==> src/rtl/arb_pkg.sv <==
// Shared definitions for the eight-way round-robin arbiter: sizes, FSM states
// and the rotating-priority search used by rr_arbiter8.
package arb_pkg;

  localparam int NREQ  = 8;
  localparam int IDX_W = 3;

  typedef enum logic {
    IDLE  = 1'b0,
    GRANT = 1'b1
  } state_t;

  // Result of a round-robin search: whether any request was found, and which.
  typedef struct packed {
    logic             found;
    logic [IDX_W-1:0] idx;
  } sel_t;

  // Scan start, start+1, ... modulo NREQ and return the first index with req set.
  function automatic sel_t rr_search(input logic [NREQ-1:0]  req,
                                     input logic [IDX_W-1:0] start);
    sel_t             s;
    logic [IDX_W-1:0] cand;
    s = '0;
    // Walk from the farthest offset back to the nearest so the nearest hit wins.
    for (int i = NREQ - 1; i >= 0; i--) begin
      cand = start + IDX_W'(i);
      if (req[cand]) begin
        s.found = 1'b1;
        s.idx   = cand;
      end
    end
    return s;
  endfunction

endpackage

==> src/rtl/grant_onehot_dec.sv <==
// Combinational index-to-one-hot decoder with an enable gate; produces the
// per-requester select lines from the registered grant index.
module grant_onehot_dec
  import arb_pkg::*;
(
  input  logic [IDX_W-1:0] idx,
  input  logic             en,
  output logic [NREQ-1:0]  onehot
);

  // Decode idx to a single set bit, or all-zero when disabled.
  always_comb begin
    // NOTE: assigning a default before any conditional write keeps this block
    // purely combinational; without it a path that skips the write infers a latch.
    onehot = '0;
    if (en) onehot[idx] = 1'b1;
  end

endmodule

==> src/rtl/rr_arbiter8.sv <==
// Eight-requester round-robin arbiter with registered grant index and one-hot
// grant. A holder keeps the grant while its request stays high; on release
// the grant hands over directly to the next pending requester.
// Optional feature macro: ARB_TIMEOUT_EN enables hold-time preemption after
// HOLD_MAX consecutive grant cycles, signalled by a one-cycle tout pulse.
module rr_arbiter8
  import arb_pkg::*;
#(
  parameter int HOLD_MAX = 16
) (
  input  logic             clk,
  input  logic             rst,
  input  logic             en,
  input  logic [NREQ-1:0]  req,
  output logic [NREQ-1:0]  gnt,
  output logic [IDX_W-1:0] gnt_idx,
  output logic             busy,
  output logic             tout
);

  // Reject hold limits outside the supported range at elaboration.
  if (HOLD_MAX < 2 || HOLD_MAX > 256) begin : g_bad_hold_max
    $error("rr_arbiter8: HOLD_MAX must be in 2..256");
  end

  state_t           state, state_n;
  logic [IDX_W-1:0] ptr, ptr_n;
  logic [IDX_W-1:0] idx_n;
  logic             busy_n;
  logic             rotate;
  sel_t             sel_idle;
  sel_t             sel_next;

`ifdef ARB_TIMEOUT_EN
  localparam int CNT_W = $clog2(HOLD_MAX + 1);
  localparam logic [CNT_W-1:0] HOLD_LIM = CNT_W'(HOLD_MAX);

  logic [CNT_W-1:0] cnt, cnt_n;
  logic             tout_n;
  logic             expired;
`endif

  // State, pointer and grant registers; cleared asynchronously by rst.
  always_ff @(posedge clk or posedge rst) begin
    if (rst) begin
      state   <= IDLE;
      ptr     <= '0;
      gnt_idx <= '0;
      busy    <= 1'b0;
    end else begin
      // NOTE: non-blocking assignments make every register here update from
      // the same pre-edge values, so the order of these lines does not matter.
      state   <= state_n;
      ptr     <= ptr_n;
      gnt_idx <= idx_n;
      busy    <= busy_n;
    end
  end

`ifdef ARB_TIMEOUT_EN
  // Hold counter and preemption pulse.
  always_ff @(posedge clk or posedge rst) begin
    if (rst) begin
      cnt  <= '0;
      tout <= 1'b0;
    end else begin
      cnt  <= cnt_n;
      tout <= tout_n;
    end
  end
`else
  assign tout = 1'b0;
`endif

  // Next-state decision: new grant from IDLE, hold, release or preemption.
  always_comb begin
    state_n  = state;
    ptr_n    = ptr;
    idx_n    = gnt_idx;
    busy_n   = busy;
    rotate   = 1'b0;
    sel_idle = rr_search(req, ptr);
    sel_next = rr_search(req, gnt_idx + IDX_W'(1));
`ifdef ARB_TIMEOUT_EN
    cnt_n    = cnt;
    tout_n   = 1'b0;
    expired  = (cnt == HOLD_LIM);
`endif

    case (state)
      IDLE: begin
        if (en && sel_idle.found) begin
          idx_n   = sel_idle.idx;
          busy_n  = 1'b1;
          state_n = GRANT;
`ifdef ARB_TIMEOUT_EN
          cnt_n   = CNT_W'(1);
`endif
        end
      end

      GRANT: begin
        rotate = !req[gnt_idx];
`ifdef ARB_TIMEOUT_EN
        // A holder that is still requesting but has used its budget is preempted;
        // the search from gnt_idx+1 reaches the holder itself last.
        if (req[gnt_idx] && expired) begin
          rotate = 1'b1;
          tout_n = 1'b1;
        end
`endif
        if (rotate) begin
          ptr_n = gnt_idx + IDX_W'(1);
          if (en && sel_next.found) begin
            idx_n = sel_next.idx;
`ifdef ARB_TIMEOUT_EN
            cnt_n = CNT_W'(1);
`endif
          end else begin
            busy_n  = 1'b0;
            state_n = IDLE;
          end
        end else begin
`ifdef ARB_TIMEOUT_EN
          cnt_n = cnt + CNT_W'(1);
`endif
        end
      end

      default: begin
        state_n = IDLE;
        busy_n  = 1'b0;
      end
    endcase
  end

  grant_onehot_dec u_dec (
    .idx    (gnt_idx),
    .en     (busy),
    .onehot (gnt)
  );

endmodule

==> config.mk <==
export PLATFORM = sky130hd
export DESIGN_NAME = rr_arbiter8
export DESIGN_NICKNAME = d
export VERILOG_FILES = /design/src/rtl/arb_pkg.sv /design/src/rtl/grant_onehot_dec.sv /design/src/rtl/rr_arbiter8.sv
export SDC_FILE = /design/constraint.sdc
export NUM_CORES = 1
export LEC_CHECK = 0
export CAP_MARGIN = 5
export CORE_ASPECT_RATIO = 0.8
export CORE_MARGIN = 2
export CORE_UTILIZATION = 45
export CTS_CLUSTER_SIZE = 14
export DETAILED_ROUTE_END_ITERATION = 6
export GPL_TIMING_DRIVEN = 0
export PLACE_DENSITY = 0.74
export SYNTH_ARGS = -nofsm -noshare
export SYNTH_HDL_FRONTEND = slang
export SYNTH_SLANG_ARGS = --single-unit
==> constraint.sdc <==
create_clock -name clk -period 4.4 [get_ports clk]
set_clock_uncertainty 0.15 [all_clocks]
set_input_delay 1.1 -clock clk [delete_from_list [all_inputs] [get_ports clk]]
set_output_delay 1.1 -clock clk [all_outputs]
set_load 0.01 [all_outputs]
=== Yosys cells after proc, flatten, opt, wreduce, memory -nomap -nowiden ===
Index checks and enable logic that the tools add are counted.

* Add/sub/neg operators: 15
* Magnitude comparators: 18
* Equality and inequality tests: 4
* Muxes and demuxes: 65
* Bitwise logic cells: 2
* Reductions and logical operators: 6

{| class="wikitable"
|+ Operators with widths
! operator !! count
|-
| $lt A3 B4 Y1 const B || 17
|-
| $mux W4 || 16
|-
| $bmux W1 S3 || 17
|-
| $add A3 B3 Y3 const B || 8
|-
| $mux W1 || 24
|-
| $add A3 B2 Y3 const B || 4
|-
| $add A3 B1 Y3 const B || 3
|-
| $mux W3 || 3
|-
| $mux W8 || 1
|-
| $ne A2 B2 Y1 const B || 3
|-
| $pmux W3 S2 || 1
|-
| $reduce_and A3 Y1 || 2
|-
| $pmux W1 S2 || 2
|-
| $demux W1 S3 || 1
|-
| $ge A3 B1 Y1 const B || 1
|-
| $logic_and A1 B1 Y1 || 3
|-
| $ne A2 B1 Y1 const B || 1
|-
| $not A1 Y1 || 2
|-
| $reduce_and A2 Y1 || 1
|}

* Flip-flop bits (word level): 8

=== Logic depth before layout (Yosys ltp) ===
* Word-level depth: 16
* Gate-level depth with buffers: 13

=== By module ===
From an unflattened synthesis, not the netlist that was laid out.

* Cells, all modules: 250
* Area, all modules: 2187.1 µm²

{| class="wikitable"
|+ Modules (own cells, without submodules)
! module !! times used !! cells each !! area each (µm²) !! sequential area each (µm²)
|-
| rr_arbiter8 || 1 || 242 || 2092.0 || 200.2
|-
| grant_onehot_dec || 1 || 8 || 95.1 || 0.0
|}

=== Worst setup path before layout ===
No wires, ideal clock.

* Path kind: register to register
* From: reg ptr[1]
* To: reg gnt_idx[1]
* Library setup time: 127 ps
* Arrival: 2942 ps
* Data required time: 4123 ps
* Path slack: 1181 ps
* Cell stages (with the launch flop): 13
* Buffers on the path: 4
* Clock period less this slack: 3219 ps
* Cells stage by stage: dfrtp_1 > buf_2 > clkbuf_1 > inv_1 > ha_1 > buf_2 > buf_4 > mux2i_1 > mux4_2 > or2_2 > a211o_1 > a21oi_1 > o31ai_1

* Word-level cells in the longest chain between the ends: 14
* Elaborated cells between the ends (all ways): 36
* Those cells by class: 7 x add/sub; 1 x eq/ne; 26 x mux; 2 x reduce/logical

{| class="wikitable"
|+ Ends and longest elaborated chain
! item !! line !! RTL
|-
| start: declaration || rr_arbiter8.sv:27 || <nowiki>logic [IDX_W-1:0] ptr, ptr_n;</nowiki>
|-
| start signal: assignment || rr_arbiter8.sv:54 || <nowiki>ptr <= ptr_n;</nowiki>
|-
| $add A3 B3 Y3 || arb_pkg.sv:27 || <nowiki>cand = start + IDX_W'(i);</nowiki>
|-
| $bmux W1 S3 || arb_pkg.sv:28 || <nowiki>if (req[cand]) begin</nowiki>
|-
| $mux W1 (not written as such) || arb_pkg.sv:28 ||
|-
| $mux W4 (7 in series) || arb_pkg.sv:28 ||
|-
| $mux W4 * || arb_pkg.sv:28 ||
|-
| $logic_and A1 B1 Y1 || rr_arbiter8.sv:92 || <nowiki>if (en && sel_idle.found) begin</nowiki>
|-
| $ne A2 B2 Y1 (no source line) || - ||
|-
| $reduce_and A3 Y1 (no source line) || - ||
|-
| end signal: assignment || rr_arbiter8.sv:55 || <nowiki>gnt_idx <= idx_n;</nowiki>
|-
| end: declaration || rr_arbiter8.sv:16 || <nowiki>output logic [IDX_W-1:0] gnt_idx,</nowiki>
|}

Mark *: on every way between the ends. The rest lies on a longest branch, timed or not. The select of a mux whose other input is x is not followed.
A chain may end at the register's enable or synchronous reset.

=== Worst setup path in the final report ===
Ends and elaborated chain as after synthesis.

==> run_results.csv <==
group,metric,value,unit
run_status,outcome,"complete, no violations",
critical_path,crit_family,"buffers and inverters",
critical_path,critPathArrivalTime,3.73,ns
final_layout,fin_area,2680,sq um
cts,path_clk_slew,0.04,ns
logic_synthesis,synth.distinct_cells,64,
critical_path,path_common_cell,"buf_2",
logic_synthesis,synth_top_area_share,0.202,
final_layout,num-nets-final,309,
cts,cts_root_buf,"clkbuf_8",
sta,slew_headroom,0.525,
global_routing,grt_pass1_vias,2120,
placement,place_ws,0.442,ns
route,drt_pre_antenna_iters,4,
floorplan,die_area,5800,sq um
sta,hold_viol,0,
cts,cts.repair.resized,0,
cts,tritoncts,"built",
critical_path,path_class,"reg2reg",
route,post-route-drc-count,0,
sta,finalSetupViolations,0,
final_layout,layout-drive-gt1-share,0.219,
logic_synthesis,syn_area,2340,sq um
critical_path,critPathMaxFanout,10,
global_routing,grt_start_max_net_pins,11,
critical_path,crit_slowest_cell,"mux4_2",
final_layout,syn_to_final_growth,14.5,%
logic_synthesis,yosys.area.top_type,"mux4_2",
global_routing,grt_antenna_before_repair,0,
job,cap_viol_max_count,0,
sta,tns,0,ns
critical_path,cpPeakStageDelay,0.57,ns
critical_path,cp.buffers_inverters,5,
logic_synthesis,synth_edf_count,0,
global_routing,grt_pass1_wl,10.8,mm
route,drtIter0Drc,198,
floorplan,die_height,68.5,microns
sta,fin_crit,3.78,ns
logic_synthesis,synthTopCellsByCount,"26 x nand2_1, 21 x mux4_2, 20 x mux2i_1, 17 x inv_1, 16 x a21oi_1",
cts,clock-sinks,8,
cts,postCtsSetupRepairBufs,0,
placement,postPlaceCellArea,2640,sq um
logic_synthesis,synthFlopType,"dfrtp_1",
route,wl_per_cell,18.1,microns
route,num_vias,2330,
cts,cts.htree.levels,1,
logic_synthesis,async_reset_ff_frac,1.00,
floorplan,fp.coreArea,5010,sq um
final_layout,nFillCells,498,
global_routing,grtUsageTotal,0.229,
critical_path,required,4.35,ns
logic_synthesis,syn_inst,267,
route,postRouteAntennaNets,0,
floorplan,die_w,84.6,microns
placement,hpwl,4.99,mm
sta,slew_viol_final,0,
critical_path,path_cells,"buf_2 -> clkbuf_1 -> inv_1 -> ha_1 -> buf_2 -> buf_4 -> mux2i_1 -> mux4_2 -> or2_2 -> a211o_1 -> a21oi_1 -> o31ai_1",
cts,clk_latency,0.23,ns
logic_synthesis,synth_seq_area_share,0.0856,
floorplan,start_util,0.467,
placement,place_congestion,0.936,
final_layout,antennaDiodeCount,0,
logic_synthesis,syn_nets,282,
logic_synthesis,synthTopCellsByArea,"mux4_2 20%, dfrtp_1 8.6%, mux2i_1 8.6%",
sta,rsz0062_at_grt,"no",
logic_synthesis,synth_most_common_cell,"nand2_1",
cts,hold_buffers,0,
logic_synthesis,ys_ff_latch,8,
floorplan,fp-row-count,23,
sta,max_freq,264,MHz
sta,holdWs,0.402,ns
route,routed_via_density,6.58,
critical_path,cp-end-kind,"flip-flop",
cts,clockBufferDepth,2,
sta,finalCritPeriodShare,0.860,
floorplan,top_level_ports,24,
sta,setup_slack,0.617,ns
logic_synthesis,ys.warnings.count,0,
cts,cts_made_buffers,3,
sta,tightest_slew,0.707,ns
min_path,hold_path_class,"reg2reg",
logic_synthesis,synth.avg_cell_area,8.76,sq um
placement,port_buffers,22,
global_routing,grt_overflow,0,
critical_path,crit_path_start_kind,"flip-flop",
route,wl,6.42,mm
[flip-flops by register name, summed over array words and instances (netlist names)]
register	flops
ptr	3
busy	1
gnt_idx	3
state	1
[metal layers]
metal  vias up  GRT usage  share of wire
met2        96      0.342           0.42
met4         0     0.0218         0.0041
met5         -          0              0
met3         4     0.0393          0.091
met1      1138      0.357           0.48
li1       1092          -              -
[area by class of cell]
type	instances	area (sq um)	area share
plain buffers	27	141	0.0528
clock buffers	3	41.3	0.0154
inverters	18	67.6	0.0252
multi-input cells	214	1930	0.721
flip-flops and latches	8	200	0.0747
well taps	62	77.6	0.0290
repair buffers	22	220	0.0822
[through the flow]
stage	std cells	utilization
2_1_floorplan	267	-
3_3_place_gp	351	0.527
3_5_place_dp	351	0.527
4_1_cts	354	0.535
5_1_grt	354	0.535
6_report	354	0.535
[kinds of logic (layout without fill, tap and decap cells)]
kind of cell	after synthesis	in the layout	synth area share
AOI/OAI and AO/OA	81	81	0.250
xor gates and xnor gates	10	10	0.0492
adders and majority gates	4	4	0.0214
buffers and inverters	45	70	0.0893
DFF	8	8	0.0856
muxes	51	51	0.352
other	1	1	0.00160
and+or+nand+nor	67	67	0.151
[cells in the final DEF, fill, tap and decap left out, drive strengths merged, types with 2 or more instances in the layout]
cell / count
a211o: 2
a21boi: 2
xnor2: 5
o211ai: 9
o21ai: 15
ha: 4
xor2: 3
o311a: 4
nand2: 26
nor4: 4
a21oi: 17
nor2: 14
nor3: 5
mux2i: 20
nand3: 3
clkbuf: 14
a22oi: 2
a211oi: 5
xnor3: 2
clkdlybuf4s50: 22
a221o: 2
mux4: 23
dfrtp: 8
buf: 16
nand3b: 4
mux2: 8
or2: 2
inv: 18
o22ai: 2
nor2b: 3
a221oi: 5
o31ai: 2
nor3b: 2
[worst paths after layout]
kind / from / end / slack (ns) / cells after the start
worst max-delay path: ptr[1] / gnt_idx[1] / 0.62 / 12
worst min-delay path: state / state / 0.40 / 1
worst max register to register: ptr[1] / gnt_idx[1] / 0.62 / 12
worst min register to register: state / state / 0.40 / 1
max in group asynchronous: rst / ptr[0] / 2.91 / 2
min in group asynchronous: rst / state / 0.96 / 2
Power is not shown: default switching activity piles up to over one toggle a cycle in this logic, so the estimate is an artifact.
